==> src/rtl/phase_timer_pkg.sv <==
// Shared types and constants for the phase timer: FSM state encoding,
// prescaler width and cycles-per-second tables (real clock and fast-sim).
package phase_timer_pkg;

  typedef enum logic [1:0] {
    ST_IDLE   = 2'd0,
    ST_RUN    = 2'd1,
    ST_PAUSED = 2'd2
  } state_t;

  localparam int PRESCALE_W = 23;

  localparam logic [PRESCALE_W-1:0] CPS_REAL_1M = 23'd1_000_000;
  localparam logic [PRESCALE_W-1:0] CPS_REAL_2M = 23'd2_000_000;
  localparam logic [PRESCALE_W-1:0] CPS_REAL_4M = 23'd4_000_000;
  localparam logic [PRESCALE_W-1:0] CPS_REAL_8M = 23'd8_000_000;

  localparam logic [PRESCALE_W-1:0] CPS_FAST_1M = 23'd4;
  localparam logic [PRESCALE_W-1:0] CPS_FAST_2M = 23'd8;
  localparam logic [PRESCALE_W-1:0] CPS_FAST_4M = 23'd16;
  localparam logic [PRESCALE_W-1:0] CPS_FAST_8M = 23'd32;

  function automatic logic [PRESCALE_W-1:0] cps_real(input logic [1:0] code);
    case (code)
      2'd0:    cps_real = CPS_REAL_1M;
      2'd1:    cps_real = CPS_REAL_2M;
      2'd2:    cps_real = CPS_REAL_4M;
      default: cps_real = CPS_REAL_8M;
    endcase
  endfunction

  function automatic logic [PRESCALE_W-1:0] cps_fast(input logic [1:0] code);
    case (code)
      2'd0:    cps_fast = CPS_FAST_1M;
      2'd1:    cps_fast = CPS_FAST_2M;
      2'd2:    cps_fast = CPS_FAST_4M;
      default: cps_fast = CPS_FAST_8M;
    endcase
  endfunction

endpackage

==> src/rtl/phase_timer_sec_prescaler.sv <==
// One-second prescaler: latches the clock-frequency code on load and counts 0..N-1.
// PHASE_TIMER_FAST_SIM_EN selects the short simulation periods (4/8/16/32 cycles).
module sec_prescaler
  import phase_timer_pkg::*;
(
  input  logic       clk,
  input  logic       rst_n,
  input  logic       i_load,
  input  logic [1:0] i_freq,
  input  logic       i_en,
  input  logic       i_clr,
  output logic       o_wrap
);

  logic [1:0]            r_code;
  logic [PRESCALE_W-1:0] r_count;
  logic [PRESCALE_W-1:0] w_tc;

  always_comb begin
`ifdef PHASE_TIMER_FAST_SIM_EN
    w_tc = cps_fast(r_code) - PRESCALE_W'(1);
`else
    w_tc = cps_real(r_code) - PRESCALE_W'(1);
`endif
  end

  assign o_wrap = i_en && (r_count == w_tc);

  // Clear outranks load so an abort never arms a new phase.
  always_ff @(posedge clk or negedge rst_n) begin
    if (!rst_n) begin
      r_code  <= 2'd0;
      r_count <= '0;
    end else if (i_clr) begin
      r_count <= '0;
    end else if (i_load) begin
      r_code  <= i_freq;
      r_count <= '0;
    end else if (o_wrap) begin
      r_count <= '0;
    end else if (i_en) begin
      r_count <= r_count + PRESCALE_W'(1);
    end
  end

endmodule

==> src/rtl/phase_timer.sv <==
// Phase timer: counts a programmed number of seconds with pause and abort.
// Build with PHASE_TIMER_FAST_SIM_EN for short simulation seconds.
module phase_timer
  import phase_timer_pkg::*;
#(
  parameter int DUR_W = 8
) (
  input  logic             clk,
  input  logic             rst_n,
  input  logic [1:0]       i_clk_freq,
  input  logic             i_start,
  input  logic [DUR_W-1:0] i_duration,
  input  logic             i_pause,
  input  logic             i_abort,
  output logic             o_busy,
  output logic [DUR_W-1:0] o_remaining,
  output logic             o_sec_tick,
  output logic             o_done
);

  state_t           r_state;
  logic [DUR_W-1:0] r_remaining;
  logic             r_sec_tick;
  logic             r_done;

  logic w_load;
  logic w_en;
  logic w_wrap;

  assign w_load = (r_state == ST_IDLE) && i_start && !i_abort;
  assign w_en   = (r_state == ST_RUN) && !i_abort;

  sec_prescaler u_prescaler (
    .clk    (clk),
    .rst_n  (rst_n),
    .i_load (w_load),
    .i_freq (i_clk_freq),
    .i_en   (w_en),
    .i_clr  (i_abort),
    .o_wrap (w_wrap)
  );

  always_ff @(posedge clk or negedge rst_n) begin
    if (!rst_n) begin
      r_state     <= ST_IDLE;
      r_remaining <= '0;
      r_sec_tick  <= 1'b0;
      r_done      <= 1'b0;
    end else begin
      r_sec_tick <= 1'b0;
      r_done     <= 1'b0;
      if (i_abort) begin
        r_state     <= ST_IDLE;
        r_remaining <= '0;
      end else begin
        case (r_state)
          ST_IDLE: begin
            if (i_start) begin
              if (i_duration != '0) begin
                r_state     <= ST_RUN;
                r_remaining <= i_duration;
              end else begin
                r_done <= 1'b1;
              end
            end
          end
          ST_RUN: begin
            // A wrap finishes its tick and decrement before any pause takes effect.
            if (w_wrap) begin
              r_sec_tick <= 1'b1;
              if (r_remaining <= DUR_W'(1)) begin
                r_remaining <= '0;
                r_done      <= 1'b1;
                r_state     <= ST_IDLE;
              end else begin
                r_remaining <= r_remaining - DUR_W'(1);
                if (i_pause) r_state <= ST_PAUSED;
              end
            end else if (i_pause) begin
              r_state <= ST_PAUSED;
            end
          end
          ST_PAUSED: begin
            if (!i_pause) r_state <= ST_RUN;
          end
          default: begin
            r_state     <= ST_IDLE;
            r_remaining <= '0;
          end
        endcase
      end
    end
  end

  assign o_busy      = (r_state != ST_IDLE);
  assign o_remaining = r_remaining;
  assign o_sec_tick  = r_sec_tick;
  assign o_done      = r_done;

endmodule

==> config.mk <==
export PLATFORM = sky130hd
export DESIGN_NAME = phase_timer
export DESIGN_NICKNAME = d
export VERILOG_FILES = /design/src/rtl/phase_timer_pkg.sv /design/src/rtl/phase_timer_sec_prescaler.sv /design/src/rtl/phase_timer.sv
export SDC_FILE = /design/constraint.sdc
export NUM_CORES = 1
export LEC_CHECK = 0
export ABC_CLOCK_PERIOD_IN_PS = 2700
export CAP_MARGIN = 40
export CORE_UTILIZATION = 50
export CTS_CLUSTER_DIAMETER = 60
export CTS_CLUSTER_SIZE = 24
export DETAILED_ROUTE_END_ITERATION = 6
export GPL_TIMING_DRIVEN = 0
export PLACE_DENSITY = 0.74
export SLEW_MARGIN = 40
export SYNTH_ARGS = -nofsm -noshare
export SYNTH_HDL_FRONTEND = slang
export SYNTH_SLANG_ARGS = --single-unit
export TNS_END_PERCENT = 30
==> constraint.sdc <==
create_clock -name clk -period 2.7 [get_ports clk]
set_clock_uncertainty 0.1 [all_clocks]
set_input_delay 0.405 -clock clk [delete_from_list [all_inputs] [get_ports clk]]
set_output_delay 0.405 -clock clk [all_outputs]
set_load 0.05 [all_outputs]
==> impl_metrics.ini, run 1 <==
[worst_setup_path]
required_ns = 2.79
critPathArrivalTime_ns = 2.71
cp-end-kind = flip-flop
crit_family = compound AO/OA/AOI/OAI gates
critical_path.max_stage_delay_ns = 0.43
path_cells = ha_1 -> and3b_1 -> o211a_1 -> o2111a_2 -> and3_1 -> buf_6 -> o21ai_4 -> mux2_4
path_buf_inv = 1
critPathKind = reg2reg
cp_max_fo = 7
worst_setup_path_start_kind = flip-flop
cp_slowest_cell = dfrtp_1

[cells_and_area]
fin_area_um2 = 3130
syn_to_final_growth_pct = 19.4
nets = 361
antenna_cells = 0
drive_gt1_share_pct = 13.6
final_util_pct = 64.1

[clocking]
tritoncts = done
clk_latency_ns = 0.30
cts_made_buffers = 5
clk_pin_slew_ns = 0.08
h-tree-depth = 2
cts.sinks = 37
cts-root-buf = clkbuf_8
clockBufferDepth = 2

[detailed_routing]
wl_per_cell_um = 17.6
routed.top_layer = met4
drt-total-wl_mm = 7.09
drt_pass1_iterations = 6
vias_per_cell = 6.34
met3_length_um = 397
met2_length_mm = 3.35
vias = 2560
drt_iter0_markers = 201
drt-met1-wl_mm = 3.18
remaining_drc_errors = 0
drt.antenna.violating_nets = 0

[sta]
fin_tns_setup_ns = 0
finalCritPeriodShare_pct = 96.8
max_freq_mhz = 383
finalHoldViolations = 0
tightest_slew_ns = 0.617
slew_violations = 0
rsz0062_at_grt = no
slew_headroom_pct = 58.5
fin_crit_ns = 2.61
setup_violations = 0

[hold_path]
hp-class = in2reg

[pwr]
cellLeakagePower_nw = 1.29
power.density_nw_per_um2 = 640
peakVddDrop_v = 0.000447
total_power_mw = 2.00

[run]
drv_cap = 0

[global_routing]
grt_pass1_wl_mm = 11.1
grt_max_degree = 38
grt_usage_pct = 27.0
first_global_vias = 2326
grt.overflow.total = 0
antenna_found_initial = 0

[logic_synthesis]
syn-num-nets = 326
yosysWarnings = 0
yosysMostFrequentCell = dfrtp_1
syn_area_um2 = 2620
synthDistinctLibCells = 67
synth_cells = 301
ys_top_cells_by_count = 37 x dfrtp_1, 30 x nand2_1, 23 x nor2_1, 20 x o21ai_0, 18 x nand3_1
synth-main-ff-cell = dfrtp_1
synth-seq-cells = 37
synth_top_area_cell = dfrtp_1
synth-edff-count = 0
synth_top_area_share_pct = 35.4
async_reset_ff_share_pct = 100
synth-seq-area-share_pct = 35.4
avgSynthCellArea_um2 = 8.70
synth_area_leaders = dfrtp_1 35%, ha_1 4.8%, nand2_1 4.3%

[placement]
gp_congestion = 0.908
dp.final_hpwl_mm = 4.90
placed_area_um2 = 2940
port_buffers = 24

[status]
outcome = complete, no violations

[floorplanning]
die_h_um = 74.4
dieArea_um2 = 5530
initial_core_util_pct = 53.7
top_level_ports = 26
die_w_um = 74.4
num_rows = 25
core_um2 = 4880
[sequential cells by signal, indices dropped and copies added (netlist names)]
signal	cells
o_sec_tick	1
u_prescaler.r_count	23
r_state	2
o_done	1
u_prescaler.r_code	2
o_remaining	8
[routing by layer]
| metal | global-route usage, % | up-vias |
|---|---|---|
| met4 | 12.4 | 0 |
| met5 | 0 | - |
| met3 | 5.01 | 17 |
| li1 | - | 1188 |
| met1 | 34.9 | 1248 |
| met2 | 43.9 | 107 |
[cell families after synthesis]
logic type	after synthesis	share of synthesized area, %
compound gates	70	18.6
mux	13	5.35
fa+ha+maj	10	4.78
buf+inv	24	4.68
xor+xnor	9	3.01
flops	37	35.4
simple gates	138	28.2
[metrics by stage]
stage / cells / hold WS [ns] / setup slack (ns)
floorplan: 301 / 0.00941 / 0.108
global placement: 392 / 0.419 / -0.134
detailed placement: 392 / 0.306 / -0.142
CTS: 401 / 0.420 / -0.0162
global route: 404 / 0.460 / 0.00103
finish: 404 / 0.439 / 0.0876
[timing repair]
item / 4_1_cts / 5_1_grt
setup endpoints to repair: 16 / 29
hold buffers: 1 / 0
buffers inserted: 0 / 3
endpoints found under the hold margin: 37 / 0
gates resized for setup: 3 / 11
pin swaps: 0 / 2
[layout make-up]
type | instances | area, um2
inverters | 10 | 37.5
clock inverters | 1 | 5.00
flip-flops and latches | 37 | 927
plain buffers | 14 | 85.1
clock buffers | 7 | 96.3
multi-input cells | 240 | 1620
fillers | 445 | 1750
repair buffers | 28 | 270
well taps | 67 | 83.8
[cells in the final DEF (no fill, tap or decap), drive strengths merged, types with 3 or more instances in the layout]
master / count
nand3b: 3
nand4: 11
nand3: 19
a31oi: 4
mux2: 5
ha: 10
mux2i: 8
xnor2: 5
o211ai: 3
and3: 8
xor2: 4
clkdlybuf4s50: 23
nand2: 31
nor4: 5
nor3: 9
nor3b: 3
buf: 11
clkbuf: 14
o21ai: 22
nor2: 23
o211a: 3
nand2b: 3
inv: 10
a21oi: 10
or3: 11
dfrtp: 37
[power breakdown]
group	internal, mW	switching, mW
Sequential	0.604	0.0625
Combinational	0.348	0.536
Clock	0.231	0.220
[worst paths after layout]
path | from | to | slack, ns | cells after the start
worst min register to register | u_prescaler.r_count[4] | u_prescaler.r_count[4] | 0.46 | 2
worst max-delay path | u_prescaler.r_code[0] | o_remaining[7] | 0.09 | 8
worst min-delay path | i_abort | r_state[1] | 0.44 | 2
min in group asynchronous | rst_n | u_prescaler.r_count[19] | 0.51 | 2
worst max register to register | u_prescaler.r_code[0] | o_remaining[7] | 0.09 | 8
max in group asynchronous | rst_n | u_prescaler.r_code[1] | 1.64 | 2
Note: power is estimated with default switching activity, not from simulation.
==> run 2: changes to the inputs <==
- SYNTH_HIERARCHICAL: not set -> 1
==> run 2 against run 1 <==
Compared with the run above:
- the run now ends with negative setup slack left
- sequential cell count is the same
- die area decreased by 1.0%
- combinational power shrank 47%
- global-route usage decreased by 3.3 points
- sequential share of layout area fell by 0.14 points
- non-clock buffer count rose by 4
- count of clock-buffer cells in the layout fell by 2
==> impl_metrics.ini, run 2 <==
[status]
outcome = complete, but fails checks
violations = negative setup slack

[hold_path]
hp-class = in2reg
hold_start = i_abort

[floorplanning]
core_um2 = 4850
die_w_um = 74.0
die_h_um = 74.0
num_rows = 25
dieArea_um2 = 5470
initial_core_util_pct = 53.4
top_level_ports = 26

[sta]
finalCritPeriodShare_pct = 102
fin_ws_ns = -0.0473
setup_violations = 2
slew_headroom_pct = 63.2
max_freq_mhz = 364
rsz0062_at_grt = yes
tightest_slew_ns = 0.548
slew_violations = 0
finalHoldViolations = 0
holdWs_ns = 0.393
fin_crit_ns = 2.75
fin_tns_setup_ns = -0.0939

[cells_and_area]
regMostFlops = u_prescaler/r_count
final_cell_mix = 34 x dfrtp_1, 26 x nor2_1, 23 x clkdlybuf4s50_1
nets = 354
largest_register_ffs = 23
antenna_cells = 0
num-fill-cells = 424
drive_gt1_share_pct = 19.6
mostFrequentLayoutCell = dfrtp_1
syn_to_final_growth_pct = 21.6
multi_input_area_um2 = 1550
final_util_pct = 65.0
seq_area_um2 = 930

[clocking]
clk_pin_slew_ns = 0.07
cts.sinks = 37
cts_made_buffers = 5
h-tree-depth = 2
clk_latency_ns = 0.29
clockBufferDepth = 2
tritoncts = done
cts-root-buf = clkbuf_8

[logic_synthesis]
syn-num-nets = 311
synth_area_leaders = dfrtp_1 36%, ha_1 5.3%, nor2_1 3.9%
yosysWarnings = 6
syn_area_um2 = 2590
synth_top_area_share_pct = 35.7
synth-seq-area-share_pct = 35.7
synth_cells = 285
synth-main-ff-cell = dfrtp_1
synthDistinctLibCells = 68
synth-seq-cells = 37
synth_top_area_cell = dfrtp_1
synth-edff-count = 0
avgSynthCellArea_um2 = 9.09
async_reset_ff_share_pct = 100
yosysMostFrequentCell = dfrtp_1
ys_top_cells_by_count = 37 x dfrtp_1, 27 x nor2_1, 22 x nand2_1, 20 x inv_1, 12 x nand3_1

[placement]
port_buffers = 25
gp_congestion = 0.847
place_ws_ns = -0.892
dp.final_hpwl_mm = 4.45

[detailed_routing]
drt_pass1_iterations = 4
wl_per_cell_um = 15.2
vias = 2269
vias_per_cell = 5.76
drt-total-wl_mm = 6.01
remaining_drc_errors = 0
drt_iter0_markers = 137
drt.antenna.violating_nets = 0

[pwr]
combPwrFrac_pct = 32.3
intPower_mw = 0.957
power.density_nw_per_um2 = 464
cellLeakagePower_nw = 1.37
peakVddDrop_v = 0.000351
p_clk_share_pct = 24.6
p_sw_mw = 0.506
pwr-share-seq_pct = 43.2
total_power_mw = 1.46
swShare_pct = 34.6

[global_routing]
grt.overflow.total = 0
first_global_vias = 2013
grt_pass1_wl_mm = 9.80
antenna_found_initial = 0
grt_max_degree = 38
grt_usage_pct = 23.8

[worst_setup_path]
critPathArrivalTime_ns = 2.82
cp-end-kind = flip-flop
cp_max_fo = 8
crit_start = u_prescaler/r_code[0]
required_ns = 2.77
worst_setup_path_start_kind = flip-flop
crit-reg2reg-launch = u_prescaler/r_code[0]
critPathKind = reg2reg

[run]
drv_cap = 0
==> run 2: worst paths after layout <==
kind	end	slack, ns	cells past startpoint
worst max-delay path	o_remaining[1]	-0.05	12
worst min-delay path	o_remaining[7]	0.39	3
worst max register to register	o_remaining[1]	-0.05	12
worst min register to register	u_prescaler/r_count[22]	0.46	2
max in group asynchronous	u_prescaler/r_code[0]	1.62	2
min in group asynchronous	o_remaining[6]	0.52	2
==> run 2: timing repair <==
action,in CTS,in global routing
buffers inserted,7,4
endpoints found under the setup margin,12,8
pin swaps,7,2
resized for setup,15,4
endpoints found under the hold margin,37,0
hold buffers,1,0
==> run 2: layout make-up <==
type / count / area share, %
tap: 67 / 2.66
multi-input combinational: 218 / 49.2
timing repair buffer: 37 / 10.6
buffer: 9 / 2.98
inverter: 20 / 2.62
clock buffer: 5 / 2.18
clock inverter: 1 / 0.159
sequential: 37 / 29.5
==> run 2: per-stage QoR <==
| step | instance area [um2] | cells |
|---|---|---|
| 6_report | 3150 | 394 |
| 2_1_floorplan | 2630 | 285 |
| 4_1_cts | 3110 | 390 |
| 5_1_grt | 3150 | 394 |
| 3_5_place_dp | 2960 | 377 |
| 3_3_place_gp | 2970 | 377 |
==> run 2: logic make-up after synthesis <==
logic type | Yosys count | synth area share [%]
mux | 4 | 1.93
buf+inv | 30 | 6.13
compound gates | 63 | 17.8
simple gates | 122 | 27.0
xor+xnor | 18 | 6.08
flops | 37 | 35.7
fa+ha+maj | 11 | 5.31
==> run 2: critical path, cell delays in order (launching register included) <==
cell and delay, ns:
dfrtp_2 0.46, buf_4 0.16, ha_1 0.20, xnor2_1 0.18
nor2b_1 0.07, o221a_1 0.26, o2111ai_2 0.14, buf_6 0.16
inv_4 0.04, o21a_1 0.19, nor2_4 0.13, and2_4 0.23
mux2_4 0.31
==> run 2: power groups by stage <==
stage,logic (mW),registers (mW),clock network [mW]
floorplan,0.255,0.682,0
global placement,0.431,0.636,0
detailed placement,0.438,0.637,0
CTS,0.461,0.630,0.369
global route,0.516,0.637,0.389
finish,0.472,0.631,0.359
==> run 2: metal layers <==
layer  share of wire, %  up-vias  track usage (%)  wire, um
met2                 45       63             34.8      2680
met4                1.1        0             7.05        67
met3                5.6        7             5.28       336
met5                  0        -                0         0
li1                   -     1114                -         -
met1                 49     1085             35.0      2930
==> run 3: changes to the inputs <==
- CELL_PAD_IN_SITES_DETAIL_PLACEMENT: not set -> 1
- CELL_PAD_IN_SITES_GLOBAL_PLACEMENT: not set -> 1
- CORE_UTILIZATION: 50 -> 40
- PLACE_DENSITY: 0.74 -> not set
- PLACE_DENSITY_LB_ADDON: not set -> 0.1
- SETUP_SLACK_MARGIN: not set -> 0.3
==> run 3 against run 2 <==
Compared with the run above:
- the run still ends with negative setup slack left
- critical path depth is the same
- cell area up 6.3%
- combinational power increased by 14%
- worst setup slack worse by 0.043 ns
- sequential share of layout area decreased by 1.8 points
- global-route usage down 0.89 points
- total power rose by 12%
- count of clock-buffer cells in the layout unchanged
==> impl_metrics.ini, run 3 (same netlist as run 2, synthesis figures left out) <==
[status]
outcome = complete, but fails checks
violations = negative setup slack

[global_routing]
first_global_vias = 2379
grt_pass1_wl_mm = 11.5
gr-usage-met2_pct = 42.4
grt.overflow.total = 0
grt_max_degree = 38
antenna_found_initial = 0
grt_usage_pct = 22.9
gr-usage-met3_pct = 3.30
grtUsageMet1_pct = 26.7
grt_most_used_layer = met2

[clocking]
clk_pin_slew_ns = 0.07
cts.sinks = 37
clockBufferDepth = 2
h-tree-depth = 2
clk_latency_ns = 0.30
tritoncts = done
cts_made_buffers = 5
cts-root-buf = clkbuf_8

[hold_path]
hp-class = in2reg

[worst_setup_path]
critPathArrivalTime_ns = 2.87
crit_family = compound AO/OA/AOI/OAI gates
path_buf_inv = 4
cp_slowest_cell = dfrtp_2
path_cells = buf_4 -> ha_4 -> or3_4 -> a211oi_4 -> o2111ai_2 -> buf_6 -> inv_4 -> o21a_1 -> nor2_4 -> and2_4 -> buf_8 -> mux2_4
required_ns = 2.78
worst_setup_path_start_kind = flip-flop
critical_path.max_stage_delay_ns = 0.45
cp_max_fo = 8
critPathKind = reg2reg
cp-end-kind = flip-flop

[detailed_routing]
drt-total-wl_mm = 7.17
drt_iter0_markers = 91
drt_pass1_iterations = 4
vias_per_cell = 5.69
vias = 2323
remaining_drc_errors = 0
drt.antenna.violating_nets = 0
wl_per_cell_um = 17.6

[cells_and_area]
antenna_cells = 0
nets = 359
num-fill-cells = 705
mostFrequentLayoutCell = dfrtp_1
fin_area_um2 = 3350
syn_to_final_growth_pct = 29.3
largest_register_ffs = 23
final_cell_mix = 34 x dfrtp_1, 25 x nor2_1, 22 x clkdlybuf4s50_1
drive_gt1_share_pct = 24.9
regMostFlops = u_prescaler/r_count
final_util_pct = 54.9

[run]
drv_cap = 0

[sta]
slew_violations = 0
fin_crit_ns = 2.79
setup_violations = 7
max_freq_mhz = 358
finalCritPeriodShare_pct = 103
slew_headroom_pct = 62.7
rsz0062_at_grt = yes
fin_ws_ns = -0.0905
finalHoldViolations = 0
tightest_slew_ns = 0.556

[floorplanning]
dieArea_um2 = 6800
die_w_um = 82.5
initial_core_util_pct = 42.5
core_um2 = 6100
top_level_ports = 26
die_h_um = 82.5
num_rows = 28

[placement]
gp_congestion = 0.792
placed_area_um2 = 2970
port_buffers = 25
place_ws_ns = -0.991
dp.final_hpwl_mm = 4.98

[pwr]
total_power_mw = 1.64
peakVddDrop_v = 0.000302
power.density_nw_per_um2 = 491
cellLeakagePower_nw = 1.43
==> run 3: path summary, 6_finish.rpt <==
path                                         start                      end  slack [ns]  depth (start not counted)
min reg2reg                u_prescaler/r_count[22]  u_prescaler/r_count[22]        0.46                          2
max reg2reg                  u_prescaler/r_code[0]           o_remaining[0]       -0.09                         12
max                          u_prescaler/r_code[0]           o_remaining[0]       -0.09                         12
min in group asynchronous                    rst_n    u_prescaler/r_code[0]        0.52                          2
min                                        i_abort    u_prescaler/r_code[0]        0.42                          3
max in group asynchronous                    rst_n               r_state[1]        1.61                          2
==> run 3: worst min-delay path: stages <==
cell and delay, ns:
buf_2 0.13, nor2b_1 0.10, o21ai_0 0.14
==> run 3: timing repair <==
action,in CTS,in global routing
setup endpoints to repair,33,26
hold buffers,1,0
gates resized for setup,27,17
hold endpoints to repair,21,0
pin swaps,8,16
setup buffers,12,3
==> run 3: through the flow <==
| stage | std cells | TNS [ns] | hold slack, ns |
|---|---|---|---|
| detailed placement | 385 | -16.18 | 0.308 |
| global placement | 385 | -15.15 | 0.444 |
| CTS | 405 | -0.0932 | 0.430 |
| global route | 408 | -0.926 | 0.481 |
| finish | 408 | -0.369 | 0.425 |
| floorplan | 285 | -0.238 | 0.00941 |
==> run 3: power breakdown <==
group          switching [mW]  internal, mW
Combinational           0.299         0.239
Sequential             0.0509         0.581
Clock                   0.206         0.269
==> run 3: layout make-up <==
| class | count | area (um2) | area share (%) |
|---|---|---|---|
| multi-input cells | 218 | 1650 | 49.3 |
| flip-flops and latches | 37 | 930 | 27.8 |
| repair buffers | 41 | 368 | 11.0 |
| plain buffers | 10 | 119 | 3.55 |
| well taps | 75 | 93.8 | 2.80 |
| inverters | 20 | 82.6 | 2.47 |
| clock buffers | 5 | 68.8 | 2.05 |
| clock inverters | 2 | 35.0 | 1.05 |
==> run 3: per-layer routing <==
layer	routed length (um)	up-vias
li1	-	1125
met1	3180	1154
met2	3740	35
met3	140	9
met4	108	0
met5	0	-
